### src/rtl/pe_lsu_ctrl.sv
// pe_lsu_ctrl: load/store sequencer for the RISC-V processing element.
// Walks each memory instruction through IDLE -> ADDR -> MEM -> WB -> DONE.
// It drives the PE mux/ALU selects and owns the mem_read/mem_write handshake.
// Every output is registered and is set on the transition into the state that uses it.
// Optional feature: define LSU_TIMEOUT_EN to abort a MEM phase that sees no
// mem_ack within TIMEOUT_CYCLES cycles (err_code 11).
module pe_lsu_ctrl #(
  parameter int XLEN           = 32,
  parameter int PC_INC         = 1,
  parameter int TIMEOUT_CYCLES = 255
) (
  input  logic              clk,
  input  logic              rst,
  input  logic              start,
  input  logic [6:0]        op,
  input  logic [2:0]        funct3,
  input  logic [4:0]        rd,
  input  logic [11:0]       imm12,
  input  logic [XLEN-1:0]   rs2_val,
  input  logic [XLEN-1:0]   alu_result,
  input  logic              ALUcomplete,
  input  logic [XLEN-1:0]   PCin,
  input  logic              mem_ack,
  output logic [4:0]        ALUsel,
  output logic [1:0]        Asel,
  output logic              Bsel,
  output logic [1:0]        Osel,
  output logic              Aenable,
  output logic              Benable,
  output logic [XLEN-1:0]   immvalue,
  output logic              mem_read,
  output logic              mem_write,
  output logic [XLEN-1:0]   mem_address,
  output logic [XLEN-1:0]   mem_wdata,
  output logic [1:0]        mem_size,
  output logic [4:0]        rdOut,
  output logic              rdWrite,
  output logic [XLEN-1:0]   PCout,
  output logic              busy,
  output logic              done,
  output logic              err,
  output logic [1:0]        err_code
);

  localparam logic [6:0] OP_LOAD  = 7'b0000011;
  localparam logic [6:0] OP_STORE = 7'b0100011;

  localparam logic [1:0] ERR_NONE    = 2'b00;
  localparam logic [1:0] ERR_FUNCT3  = 2'b01;
  localparam logic [1:0] ERR_ALIGN   = 2'b10;
  localparam logic [1:0] ERR_TIMEOUT = 2'b11;

  typedef enum logic [2:0] {IDLE, ADDR, MEM, WB, DONE} state_t;

  state_t          state;
  logic            is_load;
  logic [2:0]      f3_q;
  logic [4:0]      rd_q;
  logic [XLEN-1:0] rs2_q;

`ifdef LSU_TIMEOUT_EN
  // Counter is at least 8 bits wide, wider if TIMEOUT_CYCLES needs it.
  localparam int CNT_W = ($clog2(TIMEOUT_CYCLES + 1) > 8) ? $clog2(TIMEOUT_CYCLES + 1) : 8;
  logic [CNT_W-1:0] to_cnt;
`endif

  // Loads accept every size/sign encoding except 011/110/111; stores take only 000/001/010.
  function automatic logic f3_legal(input logic load, input logic [2:0] f3);
    if (load) f3_legal = (f3 == 3'b000) || (f3 == 3'b001) || (f3 == 3'b010) ||
                         (f3 == 3'b100) || (f3 == 3'b101);
    else      f3_legal = (f3 == 3'b000) || (f3 == 3'b001) || (f3 == 3'b010);
  endfunction

  // Halfwords need an even address and words need a 4-byte-aligned address.
  function automatic logic misaligned(input logic [2:0] f3, input logic [1:0] a);
    case (f3[1:0])
      2'b01:   misaligned = a[0];
      2'b10:   misaligned = (a != 2'b00);
      default: misaligned = 1'b0;
    endcase
  endfunction

  // Selects the ALU extend operation that shapes the bus data for writeback.
  function automatic logic [4:0] wb_alusel(input logic [2:0] f3);
    case (f3)
      3'b001:  wb_alusel = 5'b10001;
      3'b100:  wb_alusel = 5'b10010;
      3'b101:  wb_alusel = 5'b10011;
      default: wb_alusel = 5'b10000;
    endcase
  endfunction

  // Store data is right-aligned and zero-filled above the access size.
  function automatic logic [XLEN-1:0] align_wdata(input logic [2:0] f3, input logic [XLEN-1:0] d);
    case (f3[1:0])
      2'b00:   align_wdata = {{(XLEN-8){1'b0}}, d[7:0]};
      2'b01:   align_wdata = {{(XLEN-16){1'b0}}, d[15:0]};
      default: align_wdata = d;
    endcase
  endfunction

  // Sequencer: state transitions and registered outputs for the next state.
  always_ff @(posedge clk or posedge rst) begin
    if (rst) begin
      state       <= IDLE;
      is_load     <= 1'b0;
      f3_q        <= '0;
      rd_q        <= '0;
      rs2_q       <= '0;
      ALUsel      <= '0;
      Asel        <= '0;
      Bsel        <= 1'b0;
      Osel        <= '0;
      Aenable     <= 1'b0;
      Benable     <= 1'b0;
      immvalue    <= '0;
      mem_read    <= 1'b0;
      mem_write   <= 1'b0;
      mem_address <= '0;
      mem_wdata   <= '0;
      mem_size    <= '0;
      rdOut       <= '0;
      rdWrite     <= 1'b0;
      PCout       <= '0;
      busy        <= 1'b0;
      done        <= 1'b0;
      err         <= 1'b0;
      err_code    <= ERR_NONE;
`ifdef LSU_TIMEOUT_EN
      to_cnt      <= '0;
`endif
    end else begin
      case (state)
        IDLE: begin
          if (start && (op == OP_LOAD || op == OP_STORE)) begin
            is_load <= (op == OP_LOAD);
            f3_q    <= funct3;
            rd_q    <= rd;
            rs2_q   <= rs2_val;
            busy    <= 1'b1;
            if (!f3_legal(op == OP_LOAD, funct3)) begin
              state    <= DONE;
              done     <= 1'b1;
              err      <= 1'b1;
              err_code <= ERR_FUNCT3;
              PCout    <= PCin + XLEN'(PC_INC);
            end else begin
              state    <= ADDR;
              Asel     <= 2'b00;
              Bsel     <= 1'b1;
              immvalue <= {{(XLEN-12){imm12[11]}}, imm12};
              ALUsel   <= 5'b00000;
              Osel     <= 2'b00;
              Aenable  <= 1'b1;
              Benable  <= 1'b1;
            end
          end
        end
        ADDR: begin
          if (ALUcomplete) begin
            mem_address <= alu_result;
            Aenable     <= 1'b0;
            Benable     <= 1'b0;
            if (misaligned(f3_q, alu_result[1:0])) begin
              state    <= DONE;
              done     <= 1'b1;
              err      <= 1'b1;
              err_code <= ERR_ALIGN;
              PCout    <= PCin + XLEN'(PC_INC);
            end else begin
              state     <= MEM;
              mem_read  <= is_load;
              mem_write <= !is_load;
              mem_size  <= f3_q[1:0];
              mem_wdata <= is_load ? '0 : align_wdata(f3_q, rs2_q);
`ifdef LSU_TIMEOUT_EN
              to_cnt    <= '0;
`endif
            end
          end
        end
        MEM: begin
          if (mem_ack) begin
            mem_read  <= 1'b0;
            mem_write <= 1'b0;
            if (is_load) begin
              state   <= WB;
              Asel    <= 2'b01;
              Aenable <= 1'b1;
              ALUsel  <= wb_alusel(f3_q);
              Osel    <= (f3_q == 3'b010) ? 2'b01 : 2'b00;
              rdOut   <= rd_q;
              rdWrite <= (rd_q != 5'd0);
            end else begin
              state    <= DONE;
              done     <= 1'b1;
              err      <= 1'b0;
              err_code <= ERR_NONE;
              PCout    <= PCin + XLEN'(PC_INC);
            end
          end
`ifdef LSU_TIMEOUT_EN
          else if (to_cnt == CNT_W'(TIMEOUT_CYCLES - 1)) begin
            mem_read  <= 1'b0;
            mem_write <= 1'b0;
            state     <= DONE;
            done      <= 1'b1;
            err       <= 1'b1;
            err_code  <= ERR_TIMEOUT;
            PCout     <= PCin + XLEN'(PC_INC);
          end else begin
            to_cnt <= to_cnt + 1'b1;
          end
`endif
        end
        WB: begin
          Aenable  <= 1'b0;
          rdWrite  <= 1'b0;
          state    <= DONE;
          done     <= 1'b1;
          err      <= 1'b0;
          err_code <= ERR_NONE;
          PCout    <= PCin + XLEN'(PC_INC);
        end
        DONE: begin
          done     <= 1'b0;
          err      <= 1'b0;
          err_code <= ERR_NONE;
          busy     <= 1'b0;
          state    <= IDLE;
        end
        default: state <= IDLE;
      endcase
    end
  end

endmodule

### config.mk
export PLATFORM = sky130hd
export DESIGN_NAME = pe_lsu_ctrl
export DESIGN_NICKNAME = d
export VERILOG_FILES = /design/src/rtl/pe_lsu_ctrl.sv
export SDC_FILE = /design/constraint.sdc
export NUM_CORES = 1
export LEC_CHECK = 0
export CAP_MARGIN = 20
export CORE_MARGIN = 4
export CORE_UTILIZATION = 41
export DETAILED_ROUTE_END_ITERATION = 8
export GPL_ROUTABILITY_DRIVEN = 0
export GPL_TIMING_DRIVEN = 0
export PLACE_DENSITY = 0.74
export SYNTH_ARGS = -nofsm -noshare
export SYNTH_HDL_FRONTEND = slang
export SYNTH_SLANG_ARGS = --single-unit
### constraint.sdc
create_clock -name clk -period 5.4 [get_ports clk]
set_clock_uncertainty 0.1 [all_clocks]
set_input_delay 0.81 -clock clk [delete_from_list [all_inputs] [get_ports clk]]
set_output_delay 0.81 -clock clk [all_outputs]
set_load 0.005 [all_outputs]
==> Word level (Yosys, flattened, before mapping) <==
Cells that the tools add are included.
{ "classes": {"n_shift": 0, "n_mux": 73, "n_div": 0, "n_bitwise": 1, "reduce_logical": 36, "order_cmp": 0, "eq_ne": 25, "n_mul": 0, "add_sub_neg": 1} }
{ "op_table": {"columns": ["cell", "n"], "rows": [
  ["32-bit two-way mux", 7],
  ["32-bit case mux with 4 select lines", 1],
  ["32-bit case mux with 2 select lines", 1],
  ["32-bit by 1-bit adder with 32-bit output (second input constant)", 1],
  ["1-bit two-way mux", 27],
  ["2-bit two-way mux", 12],
  ["7-bit AND reduction", 3],
  ["5-bit two-way mux", 4],
  ["3-bit two-way mux", 6],
  ["2-bit != test (second input constant)", 9],
  ["3-bit == test (second input constant)", 5],
  ["3-bit AND reduction", 5],
  ["3-bit by 2-bit == test with 1-bit output (second input constant)", 4],
  ["1-bit case mux with 2 select lines", 6],
  ["3-bit case mux with 4 select lines", 1],
  ["2-bit nonzero test", 6],
  ["5-bit case mux with 2 select lines", 1],
  ["5-bit nonzero test", 2],
  ["3-bit by 1-bit == test with 1-bit output (second input constant)", 3],
  ["1-bit case mux with 4 select lines", 2],
  ["2-bit case mux with 2 select lines", 2],
  ["2-bit case mux with 4 select lines", 1],
  ["4-bit AND reduction", 2],
  ["4-bit nonzero test", 2],
  ["16 further kinds", 23]
]} }
{ "word_totals": {"n_memories": 0, "ff_bits": 179, "romBits": 0, "out_inout_bits": 155, "latch_bits": 0, "elab_cells": 160, "in_bits": 128, "ram_bits": 0} }

==> Logic depth before layout (Yosys ltp) <==
Gate-level depths: netlist (run 1).
{ "depth": {"ltp_word": 11, "depth_mapped": 8} }

==> Least setup slack after synthesis (run 1) <==
OpenSTA, ideal clock, no wires.
{ "synth_path": {"path_type": "input to register", "startpoint": "input port op[2]", "endpoint": "register immvalue[0]", "setup_ns": 0.127, "arrival_ns": 2.230, "t_required_ns": 5.173, "path_stages": 7, "path_slack_ns": 2.942, "path_cell_list": "and4bb_4 -> nand3_2 -> or2_1 -> buf_4 -> nor2_8 -> buf_6 -> mux2_1"} }
{ "synth_between": {"elab_chain_len": 5, "elab_cells_between_ends": 8, "classes_between": "eq/ne: 2; mux: 3; reduce/logical: 3"} }
{ "synth_lines": {"columns": ["item", "line_no", "text"], "rows": [
  ["start: declaration", "15", "input logic [6:0] op,"],
  ["7-bit by 2-bit == test with 1-bit output", "135, 141", null],
  ["1-bit two-way mux", "69", "if (load) f3_legal = (f3 == 3'b000) || (f3 == 3'b001) || (f3 == 3'b010) ||"],
  ["1-bit two-way mux", "135", "if (start && (op == OP_LOAD || op == OP_STORE)) begin"],
  ["1-bit two-way mux", "133", "case (state)"],
  ["3-bit AND reduction (no line) *", null, null],
  ["end signal: assignment", "151", "immvalue <= {{(XLEN-12){imm12[11]}}, imm12};"],
  ["end: declaration", "30", "output logic [XLEN-1:0] immvalue,"]
]} }
Every way passes the cells marked *; elsewhere a longest branch is shown, timed or not. The select of a mux whose other input is x is not followed.
A chain may end at the register's enable or synchronous reset.

==> Final worst setup path (run 1) <==
{ "layout_path": {"startpoint": "input port PCin[0]", "endpoint": "register PCout[30]"} }
{ "layout_between": {"elab_chain_len": 4, "elab_cells_between_ends": 8, "classes_between": "add/sub: 1; mux: 7"} }
{ "layout_lines": {"columns": ["item", "line_no", "text"], "rows": [
  ["start: declaration", "22", "input logic [XLEN-1:0] PCin,"],
  ["32-bit by 1-bit adder with 32-bit output *", null, null],
  ["32-bit two-way mux (on tied branches)", "186, 141, 164", null],
  ["32-bit two-way mux (on tied branches)", "183, 135, 160", null],
  ["32-bit case mux with 4 select lines *", "133", null],
  ["end signal: assignment", "146", "PCout <= PCin + XLEN'(PC_INC);"],
  ["end signal: assignment", "169", "PCout <= PCin + XLEN'(PC_INC);"],
  ["end signal: assignment", "199", "PCout <= PCin + XLEN'(PC_INC);"],
  ["end: declaration", "38", "output logic [XLEN-1:0] PCout,"]
]} }
Marked as above.

==> results of run 1 <==
-- per-layer routing --
| metal | global-route usage (%) | wire length (um) | up-vias |
|---|---|---|---|
| li1 | - | - | 2766 |
| met1 | 24.7 | 8880 | 2810 |
| met2 | 31.0 | 9690 | 210 |
| met3 | 6.77 | 1660 | 26 |
| met4 | 5.79 | 274 | 2 |
| met5 | 0 | 13 | - |
-- critical path: stages --
cell             delay [ps]
clkdlybuf4s50_1         520
ha_1                    220
nand4_1                 320
nor4_4                  580
nand4_1                 170
xnor2_1                 160
mux2_1                  290
-- power by group through the flow --
| stage | clock network, W | logic [W] | registers, W |
|---|---|---|---|
| finish | 0.00127 | 0.000654 | 0.00154 |
| detailed placement | 0 | 0.000663 | 0.00156 |
| CTS | 0.00130 | 0.000665 | 0.00154 |
| global placement | 0 | 0.000645 | 0.00156 |
| floorplan | 0 | 0.000237 | 0.00156 |
| global route | 0.00136 | 0.000712 | 0.00156 |
-- final cells by class --
type	count	area (um2)
buffer	50	380
clock buffer	19	443
clock inverter	13	173
fill	1504	7110
inverter	15	60.1
multi-input combinational	399	3100
sequential	174	4350
tap	234	293
timing repair buffer	282	2860
-- registers in the layout, indices dropped and copies added (netlist names), 2 cells and up --
register / count
PCout: 32
mem_address: 32
mem_wdata: 32
rs2_q: 32
immvalue: 12
rdOut: 5
rd_q: 5
ALUsel: 3
f3_q: 3
state: 3
err_code: 2
mem_size: 2
-- cell families (layout without fill, tap and decap cells) --
| logic type | Yosys count | count (layout) | share of synthesized area (%) |
|---|---|---|---|
| and+or+nand+nor | 169 | 169 | 10.6 |
| AOI/OAI and AO/OA | 66 | 66 | 5.18 |
| muxes | 126 | 126 | 19.4 |
| xor gates and xnor gates | 30 | 30 | 3.34 |
| other | 1 | 4 | 0.0476 |
| buffers and inverters | 65 | 379 | 5.54 |
| DFF | 174 | 174 | 55.3 |
| adders and majority gates | 4 | 4 | 0.636 |
-- per-stage QoR --
step | total power, W | utilization, % | hold WS (ps)
after floorplan | 0.00179 | - | 358
after global placement | 0.00220 | 58.4 | 361
after detailed placement | 0.00222 | 58.9 | 371
after CTS | 0.00351 | 62.1 | 386
after global routing | 0.00363 | 62.1 | 394
final | 0.00347 | 62.1 | 381
-- cells in the final DEF, fill, tap and decap left out, types with 5 or more instances in the layout --
| cell | n |
|---|---|
| mux2_1 | 86 |
| mux2_4 | 29 |
| inv_1 | 13 |
| a21oi_1 | 6 |
| nand2_1 | 94 |
| dfrtp_1 | 174 |
| clkdlybuf4s50_1 | 278 |
| buf_4 | 27 |
| nand4_1 | 16 |
| clkbuf_1 | 12 |
| o21ai_0 | 41 |
| xnor2_1 | 24 |
| and3_1 | 6 |
| buf_6 | 5 |
| mux2_2 | 8 |
| clkbuf_16 | 17 |
| nor2_1 | 20 |
| buf_12 | 7 |
| nand3_1 | 11 |
| xor2_1 | 6 |
-- how the worst max path moves through the flow --
stage | end | slack [ps] | cells after the start | from
floorplan | ALUsel[0] | 2270 | 1 | rst
global placement | rs2_q[11] | 760 | 2 | rst
detailed placement | PCout[30] | 2110 | 7 | PCin[0]
CTS | PCout[30] | 2540 | 7 | PCin[0]
global route | PCout[30] | 2380 | 7 | PCin[0]
finish | PCout[30] | 2530 | 7 | PCin[0]
==> qor.csv, run 1 <==
stage;metric;value;unit
finish;fin nets;1071;
placed_design;dpl cells;1154;
worst_hold_path;hold_sp;mem_wdata[24];
worst_setup_path;reg-to-reg setup timing slack;3110;ps
run;# Max-Cap Violations;0;
die;die extent in y;147;um
worst_hold_path;Hold Crit Depth;2;
die;core area;18800;um2
pwr;Int Power;0.00261;W
global_route;grt ovf;0;
route;Vias/cell;4.90;
finish;Finished Cell Area;11700;um2
logic_synthesis;count leader, synth;dfrtp_1;
timing;Final Hold Fails;0;
logic_synthesis;most frequent cells after synthesis;dfrtp_1, nand2_1, mux2_1;
placed_design;Place WS;2110;ps
route;first-pass detailed-route iteration total;4;
finish;# diodes;0;
logic_synthesis;Mapped Cells;635;
timing;Worst Tran Pin Value;762;ps
timing;RSZ-0062 raised after global routing;false;
cts;H-Tree Depth;4;
route;drt drc;0;
worst_hold_path;Min-Delay Endpoint;mem_wdata[24];
logic_synthesis;cell area after synthesis;7880;um2
timing;Setup Viol. Count Final;0;
worst_setup_path;critical path capture point type;flip-flop;
timing;setup ws final;2530;ps
cts;clk slew on worst S/H paths;70;ps
cts;CTS tree;yes;
cts;TritonCTS Buffers;17;
logic_synthesis;Yosys reg bits;174;
logic_synthesis;Synth Flop Type;dfrtp_1;
cts;Hold-fix buffers, CTS;0;
die;starting density of the core;42.0;%
cts;clk_lat worst skew;420;ps
timing;max-slew headroom at the worst pin;49.1;%
global_route;number of global-route vias before repair;6026;
pwr;Pwr per Cell Area;297;nW/um2
die;DIE AREA;21500;um2
pwr;switching part of the total;24.7;%
worst_setup_path;element type at the critical path start;primary input;
cts;post_cts resized;0;
cts;clock sink count;174;
worst_setup_path;Worst Path Max Fanout;7;
worst_setup_path;reg2reg path depth;8;
logic_synthesis;Yosys top cell area share;55.3;%
timing;Final period util;53.1;%
die;Die Wd;147;um
route;drt wl/cell;17.3;um
global_route;initial antenna violation count;1;
worst_setup_path;Crit Path Class;in -> reg;
worst_setup_path;Critical Path AT;3070;ps
route;post-route ant nets;0;
logic_synthesis;Mapped Avg Cell Area;12.4;um2
logic_synthesis;Post-synth EDFFs;0;
die;Top-Level Pins;283;
global_route;largest net degree at the start of global routing;43;
placed_design;HPWL Detailed;15800;um
finish;share of cells above drive strength 1;13.2;%
die;# rows;50;
pwr;maximum vdd drop;0.000216;V
cts;clk buf depth;2;
route;Starting DRT DRC Count;272;
pwr;Combinational Power Share;18.9;%
worst_setup_path;Critical R2R Launch;f3_q[0];
logic_synthesis;Async S/R FF share, synth;100;%
status;status;finished clean;
route;WL final;20500;um
cts;CTS Root Cell;clkbuf_16;
placed_design;Post-DP Area;11000;um2
global_route;first-pass GRT wire length;33200;um
timing;max-slew violations;0;
finish;P&R area growth vs syn;48.1;%
timing;Peak Freq;349;MHz
logic_synthesis;Unique masters post-synth;51;
cts;Setup Fix Bufs, Post-CTS;0;
logic_synthesis;YS warnings;0;
pwr;Psw;0.000857;W
pwr;leakage power;5.27;nW
worst_setup_path;worst r2r dst;mem_wdata[13];
worst_hold_path;type of the most critical hold path;reg -> reg;
global_route;GRT Overall Usage;19.3;%
route;routed vias;5814;
worst_setup_path;Critical Path RT;5610;ps
finish;fin cells;1186;
pwr;Clock power frac;36.7;%
logic_synthesis;Synth area leaders;dfrtp_1, mux2_1, mux2_4;
logic_synthesis;Seq/Total Area, Yosys;55.3;%
logic_synthesis;largest area contributor in the netlist;dfrtp_1;
pwr;sequential share of power;44.4;%
timing;Setup Total Neg Slack;0;ps
placed_design;IO Port Bufs;278;
timing;final critical-path required period;2870;ps
Power figures use the tool's default switching activity.
==> inputs of run 2 (changes only) <==
--- a/config.mk
+++ b/config.mk
@@ -7,11 +7,11 @@
 export LEC_CHECK = 0
 export CAP_MARGIN = 20
 export CORE_MARGIN = 4
-export CORE_UTILIZATION = 41
+export CORE_UTILIZATION = 45
 export DETAILED_ROUTE_END_ITERATION = 8
 export GPL_ROUTABILITY_DRIVEN = 0
 export GPL_TIMING_DRIVEN = 0
-export PLACE_DENSITY = 0.74
+export PLACE_DENSITY = 0.77
 export SYNTH_ARGS = -nofsm -noshare
 export SYNTH_HDL_FRONTEND = slang
 export SYNTH_SLANG_ARGS = --single-unit
==> constraint.sdc (replaced) <==
create_clock -name clk -period 2.9 [get_ports clk]
set_clock_uncertainty 0.1 [all_clocks]
set_input_delay 0.435 -clock clk [delete_from_list [all_inputs] [get_ports clk]]
set_output_delay 0.435 -clock clk [all_outputs]
set_load 0.005 [all_outputs]
==> run 2 against run 1 <==
Against the previous run:
- sequential power grew 86%
- highest routed layer unchanged
- utilization rose by 5.3 points
- combinational power is 85% higher
- hold slack worse by 10 ps
- global-route usage rose by 1.8 points
==> qor.csv, run 2 (synthesized netlist as in run 1, its figures left out) <==
stage;metric;value;unit;change
status;status;finished clean;;
die;starting density of the core;45.7;%;+3.7 points
finish;commonest non-fill, non-tap cells in the layout;clkdlybuf4s50_1, dfrtp_1, nand2_1, mux2_1, o21ai_0;;
global_route;largest net degree at the start of global routing;43;;unchanged
finish;fin nets;1071;;unchanged
timing;setup ws final;421;ps;-2110 ps
global_route;grt ovf;0;;unchanged
route;Vias/cell;4.94;;+0.69%
cts;clk_lat worst skew;420;ps;about the same
die;core area;17200;um2;-8.2%
placed_design;Place WS;-54.0;ps;-2170 ps
pwr;leakage power;5.26;nW;-0.16%
placed_design;IO Port Bufs;278;;unchanged
worst_setup_path;worst r2r dst;mem_wdata[19];;
timing;Peak Freq;403;MHz;
global_route;number of global-route vias before repair;6010;;-0.27%
placed_design;Post-DP Area;11000;um2;-0.10%
worst_setup_path;Critical Path RT;3100;ps;-2510 ps
die;# rows;48;;-4.0%
worst_setup_path;Crit Path Class;in -> reg;;
worst_setup_path;Worst Path Max Fanout;7;;unchanged
cts;CTS tree;yes;;
cts;TritonCTS Buffers;17;;unchanged
worst_hold_path;Min-Delay Endpoint;Bsel;;
worst_setup_path;critical path capture point type;flip-flop;;
finish;# diodes;0;;unchanged
cts;clk slew on worst S/H paths;60;ps;about the same
timing;Setup Total Neg Slack;0;ps;unchanged
worst_hold_path;type of the most critical hold path;reg -> reg;;
finish;leading cell type in the layout, fill and taps excluded;clkdlybuf4s50_1;;
die;Top-Level Pins;283;;unchanged
run;# Max-Cap Violations;0;;unchanged
timing;Final Hold Fails;0;;unchanged
worst_setup_path;Critical R2R Launch;f3_q[1];;
timing;Worst Tran Pin Value;875;ps;+113 ps
finish;P&R area growth vs syn;47.6;%;
finish;Finished Cell Area;11600;um2;-0.32%
cts;CTS Root Cell;clkbuf_16;;
route;drt wl/cell;17.3;um;+0.16%
finish;# fillers;1315;;-13%
finish;share of cells above drive strength 1;13.2;%;+0.014 points
route;Starting DRT DRC Count;210;;-23%
cts;clock sink count;174;;unchanged
timing;final hold slack;371;ps;-10.3 ps
pwr;Pwr per Cell Area;548;nW/um2;+85%
worst_setup_path;reg-to-reg setup timing slack;550;ps;-2560 ps
finish;end-of-flow core utilization;67.4;%;+5.3 points
cts;Hold-fix buffers, CTS;0;;unchanged
route;first-pass detailed-route iteration total;4;;unchanged
worst_hold_path;hold_sp;Bsel;;
cts;clk buf depth;2;;unchanged
route;WL final;20400;um;-0.68%
worst_setup_path;element type at the critical path start;primary input;;
cts;post_cts resized;0;;unchanged
timing;final critical-path required period;2480;ps;
route;routed vias;5805;;-0.15%
timing;max-slew headroom at the worst pin;41.5;%;-7.6 points
route;post-route ant nets;0;;unchanged
route;drt drc;0;;unchanged
timing;RSZ-0062 raised after global routing;false;;
die;Die Wd;140;um;-4.3%
global_route;GRT Overall Usage;21.1;%;+1.8 points
cts;H-Tree Depth;4;;unchanged
timing;max-slew violations;0;;unchanged
timing;Setup Viol. Count Final;0;;unchanged
global_route;first-pass GRT wire length;32500;um;-2.1%
worst_setup_path;Critical Path AT;2680;ps;-390 ps
worst_hold_path;Hold Crit Depth;1;;-1
cts;Setup Fix Bufs, Post-CTS;0;;unchanged
global_route;initial antenna violation count;2;;+1
die;die extent in y;140;um;-4.3%
worst_setup_path;reg2reg path depth;8;;unchanged
placed_design;HPWL Detailed;15800;um;about the same
timing;Final period util;85.5;%;
die;DIE AREA;19700;um2;-8.4%
pwr;maximum vdd drop;0.000408;V;+89%
-- run 2: cell count changes in the layout (fill, tap and decap cells not counted) --
cell      before  now
clkinv_8       1    0
inv_6          1    5
clkinv_4       4    2
clkinv_2       0    2
inv_8          4    1
clkbuf_1      12   11
-- run 2: how the worst max path moves through the flow --
stage                          to    start  slack (ps)  cells after the start
finish                  PCout[30]  PCin[0]         420                      7
global route            PCout[30]  PCin[0]         210                      7
CTS                     PCout[30]  PCin[0]         390                      7
detailed placement      PCout[30]  PCin[0]         -50                      7
global placement    mem_wdata[11]      rst       -1290                      2
floorplan               ALUsel[0]      rst         140                      1
-- run 2: metal layers --
metal | GRT usage (%) | vias to the layer above | share of wire, %
li1 | - | 2773 | -
met1 | 26.5 | 2783 | 41
met2 | 34.6 | 217 | 48
met3 | 7.61 | 28 | 9.2
met4 | 6.17 | 4 | 1.5
met5 | 0 | - | 0.15
-- run 2: final cells by class --
type | instances | area (um2) | area share (%)
buffer | 50 | 380 | 3.27
tap | 225 | 282 | 2.42
inverter | 15 | 60.1 | 0.517
timing repair buffer | 282 | 2860 | 24.6
sequential | 174 | 4350 | 37.5
clock inverter | 13 | 150 | 1.29
multi-input combinational | 399 | 3100 | 26.6
clock buffer | 18 | 439 | 3.78
-- run 2: report_power, final --
group | switching [W] | internal, W | leakage, nW
sequential | 0.000161 | 0.00271 | 2.31
combinational | 0.000394 | 0.000821 | 2.66
clock | 0.000987 | 0.00131 | 0.290
-- run 2: metrics by stage --
step	power [W]	cells
after floorplan	0.00334	638
after global placement	0.00410	1141
after detailed placement	0.00413	1145
after CTS	0.00646	1176
after global routing	0.00667	1176
final	0.00638	1176
-- run 2: worst max-delay path, cell delays in order --
cell,delay (ps)
clkdlybuf4s50_1,530
ha_1,230
nand4_1,320
nor4_4,550
nand4_1,170
xnor2_1,160
mux2_1,280
